<file path="config.mk">
export PLATFORM = sky130hd
export DESIGN_NAME = regfile_read_arbiter
export DESIGN_NICKNAME = d
export VERILOG_FILES = /design/src/rtl/regfile_read_arbiter.sv
export SDC_FILE = /design/constraint.sdc
export NUM_CORES = 1
export LEC_CHECK = 0
export CAP_MARGIN = 20
export CORE_UTILIZATION = 45
export DETAILED_ROUTE_END_ITERATION = 10
export DONT_BUFFER_PORTS = 1
export PLACE_DENSITY = 0.61
export SYNTH_ARGS = -nofsm -noshare
export SYNTH_HDL_FRONTEND = slang
export SYNTH_SLANG_ARGS = --single-unit
</file>
<file path="constraint.sdc">
create_clock -name clk -period 4.9 [get_ports clk]
set_input_delay 0.49 -clock clk [delete_from_list [all_inputs] [get_ports clk]]
set_output_delay 0.49 -clock clk [all_outputs]
set_load 0.02 [all_outputs]
</file>
<file path="src/rtl/regfile_read_arbiter.sv">
// rtl/regfile_read_arbiter.sv - round-robin arbiter sharing one register-file read port
// Registered grant and mux select, read data captured into a response register one cycle later.
module regfile_read_arbiter #(
  parameter int NUM_REQ = 4,
  parameter int ADDR_W  = 5,
  parameter int DATA_W  = 32
) (
  input  logic                      clk,
  input  logic                      rst,
  input  logic [NUM_REQ-1:0]        req,
  input  logic [NUM_REQ*ADDR_W-1:0] addr,
  input  logic                      stall,
  output logic [NUM_REQ-1:0]        gnt,
  output logic [ADDR_W-1:0]         rd_sel,
  input  logic [DATA_W-1:0]         rd_data,
  output logic [NUM_REQ-1:0]        rsp_valid,
  output logic [DATA_W-1:0]         rsp_data
);

  localparam int PTR_W = (NUM_REQ > 1) ? $clog2(NUM_REQ) : 1;

  logic [NUM_REQ-1:0] gnt_q, gnt_d;
  logic [NUM_REQ-1:0] rsp_valid_q;
  logic [NUM_REQ-1:0] eligible;
  logic [ADDR_W-1:0]  rd_sel_q, rd_sel_d;
  logic [DATA_W-1:0]  rsp_data_q, rsp_data_d;
  logic [PTR_W-1:0]   ptr_q, ptr_d;
  logic [PTR_W-1:0]   win;
  logic               found;

  always_comb begin
    // The current grantee is masked so a held request cannot win twice in a row.
    eligible   = req & ~gnt_q;
    found      = 1'b0;
    win        = ptr_q;
    gnt_d      = '0;
    rd_sel_d   = rd_sel_q;
    ptr_d      = ptr_q;
    for (int k = 0; k < NUM_REQ; k++) begin
      if (!found && eligible[(int'(ptr_q) + k) % NUM_REQ]) begin
        found = 1'b1;
        win   = PTR_W'((int'(ptr_q) + k) % NUM_REQ);
      end
    end
    if (!stall && found) begin
      gnt_d    = NUM_REQ'(1) << win;
      rd_sel_d = addr[win*ADDR_W +: ADDR_W];
      ptr_d    = (int'(win) == NUM_REQ - 1) ? '0 : win + 1'b1;
    end
    rsp_data_d = (|gnt_q) ? rd_data : rsp_data_q;
  end

  always_ff @(posedge clk) begin
    if (rst) begin
      gnt_q       <= '0;
      rsp_valid_q <= '0;
      rsp_data_q  <= '0;
      rd_sel_q    <= '0;
      ptr_q       <= '0;
    end else begin
      gnt_q       <= gnt_d;
      rsp_valid_q <= gnt_q;
      rsp_data_q  <= rsp_data_d;
      rd_sel_q    <= rd_sel_d;
      ptr_q       <= ptr_d;
    end
  end

  assign gnt       = gnt_q;
  assign rd_sel    = rd_sel_q;
  assign rsp_valid = rsp_valid_q;
  assign rsp_data  = rsp_data_q;

endmodule

</file>
==> flow_metrics.tcl <==
set metrics [dict create \
    hold_buffers 0 \
    crit_fanout 8 \
    cts_resized 0 \
    cts_buffer_depth 2 \
    post-route-period-util 0.461 \
    dieWidth_um 69.4 \
    hold_path.class "in -> reg" \
    yosysWarnings 0 \
    antenna_found_initial 0 \
    final_max_slew_viol_count 0 \
    synth.distinct_cells 38 \
    vdd_drop_max_mv 0.201 \
    grt_pass1_wl_mm 7.54 \
    power_density_nw_per_um2 425 \
    via_per_inst 5.82 \
    synth.largest_area_cell "dfxtp_1" \
    first_global_vias 1526 \
    htreeDepth 2 \
    syn_nets 309 \
    syn_area_per_cell_um2 8.18 \
    clk_pin_slew_ps 90 \
    cts.sinks 47 \
    drc_errors 0 \
    cts_buffers 5 \
    dr_total_vias 1711 \
    setup_viol 0 \
    cap_violations 0 \
    outcome "completed" \
    end_kind "flop" \
    met1_length_mm 2.06 \
    fillCellCount 451 \
    wirelength_mm 4.84 \
    detail_route.iter0.violations 102 \
    io_pins 104 \
    diodes 0 \
    gr-total-overflow 0 \
    grtUsageTotal 0.197 \
    die_h_um 69.4 \
    synthFlopType "dfxtp_1" \
    placedCellCount 286 \
    synthToLayoutAreaGrowth_pct 4.59 \
    dr.pass1.iters 4 \
    synth_top_area_share 0.460 \
    fmax_mhz 442 \
    wl_met3_um 423 \
    start_util 0.470 \
    synth-edff-count 0 \
    cts_tree "yes" \
    synthTopCellsByArea "dfxtp_1, nand2_1, a21oi_1, a211oi_1, nor2b_1" \
    post_drt_wl_per_cell_um 16.4 \
    std_cell_rows 24 \
    hold_viol 0 \
    met2_length_mm 2.31 \
    cts_setup_buffers 0 \
    finalNetCount 300 \
    grt_max_degree 39 \
    hpwl_mm 3.39 \
    yosysSeqAreaShare 0.460 \
    ant_nets 0 \
    synthArstFlopShare 0 \
    core_um2 4350 \
    cp_data_required_time_ps 5100 \
    final_cells 294 \
    root_buffer "clkbuf_8" \
    ys_ff_latch 47 \
    setup-tns-final_ps 0 \
    path_class "reg -> reg" \
    min_period_ps 2260 \
    top_layer "met4" \
    rsz0062_at_grt "no" \
    netlist_instances 250 \
    clock_latency_ps 300 \
    crit_path_start_kind "flop" \
    gp_congestion 0.874 \
    worst_slew_pin_slew_ps 1070 \
    netlist_area_um2 2040 \
    die-area_um2 4820 \
    port_buffers 0 \
    p_leak_nw 0.742 \
    drive_gt1_frac 0.0661 \
    cp.arrival_ps 2460 \
    fin_worst_skew_ps 3.90 \
    relSlewSlack 0.286 \
    total_power_uw 909 \
]
==> sequential cells by signal, summed over array words and instances, names as in the netlist <==
name,cells
rsp_data,32
rd_sel,5
gnt,4
rsp_valid,4
ptr_q,2
==> power breakdown <==
| part | total, mW | leakage, nW | internal, mW | switching [mW] |
|---|---|---|---|---|
| clock | 0.259 | 0.0505 | 0.128 | 0.130 |
| sequential | 0.495 | 0.384 | 0.420 | 0.0748 |
| combinational | 0.155 | 0.308 | 0.0577 | 0.0977 |
| total | 0.909 | 0.742 | 0.607 | 0.303 |
==> worst max-delay path: stages, from the launching register on <==
cell	delay, ps
dfxtp_1	440
nor2b_1	580
nor3_1	210
o41ai_4	570
o221ai_1	170
a22o_1	190
==> per-layer routing <==
layer,GRT usage,up-vias
li1,-,846
met1,0.246,778
met2,0.323,82
met3,0.0698,5
met4,0.0544,0
met5,0,-
==> layout by cell type (no fill, tap or decap), drive strengths merged, types with 2 or more instances in the layout <==
master	instances
a211o	2
a211oi	13
a21boi	2
a21oi	35
a221oi	2
clkbuf	7
dfxtp	47
inv	7
nand2	74
nand2b	4
nor2	5
nor2b	9
nor3	3
nor3b	2
o211ai	3
o22ai	2
o31ai	5
or3	4
==> through the flow <==
stage / hold WS, ps / instance area [um^2] / util / setup slack [ps]
after CTS: 237 / 2140 / 0.491 / 2660
after detailed placement: 539 / 2030 / 0.467 / 2640
after global routing: 238 / 2140 / 0.491 / 2610
final: 252 / 2140 / 0.491 / 2640
after global placement: 532 / 2030 / 0.467 / 2730
after floorplan: 530 / 2040 / - / 3030
==> cells in the mapped netlist, types with 3 or more instances <==
library cell / instances
buf_6: 3
nand2_1: 74
a211oi_1: 13
a21oi_1: 35
clkbuf_1: 12
nor2_1: 5
nor2b_1: 9
inv_1: 7
nor3_1: 3
nand2b_1: 3
o211ai_1: 3
dfxtp_1: 47
or3_1: 4
o31ai_1: 5
==> worst paths after layout <==
check                                               from                   endpoint  slack, ps  cells past startpoint
worst min register to register  rsp_data[5]$_SDFFE_PP0P_   rsp_data[5]$_SDFFE_PP0P_        550                      2
worst max-delay path                   gnt[3]$_SDFF_PP0_      ptr_q[1]$_SDFFE_PP0P_       2640                      5
worst max register to register         gnt[3]$_SDFF_PP0_      ptr_q[1]$_SDFFE_PP0P_       2640                      5
worst min-delay path                                 rst  rsp_data[10]$_SDFFE_PP0P_        250                      1
==> cell type report <==
class	count	area [um^2]	area share
sequential	47	941	0.440
tap	52	65.1	0.0304
timing repair buffer	1	7.51	0.00351
inverter	7	26.3	0.0123
clock buffer	7	96.3	0.0451
multi-input combinational	179	995	0.465
clock inverter	1	7.51	0.00351
==> kinds of logic after synthesis <==
group                  after synthesis  share of synthesized area
AND/OR/NAND/NOR                    104                      0.227
flip-flops                          47                      0.460
buffers and inverters               24                     0.0563
AO/OA/AOI/OAI                       75                      0.256
(Power assumes the default switching activity.)
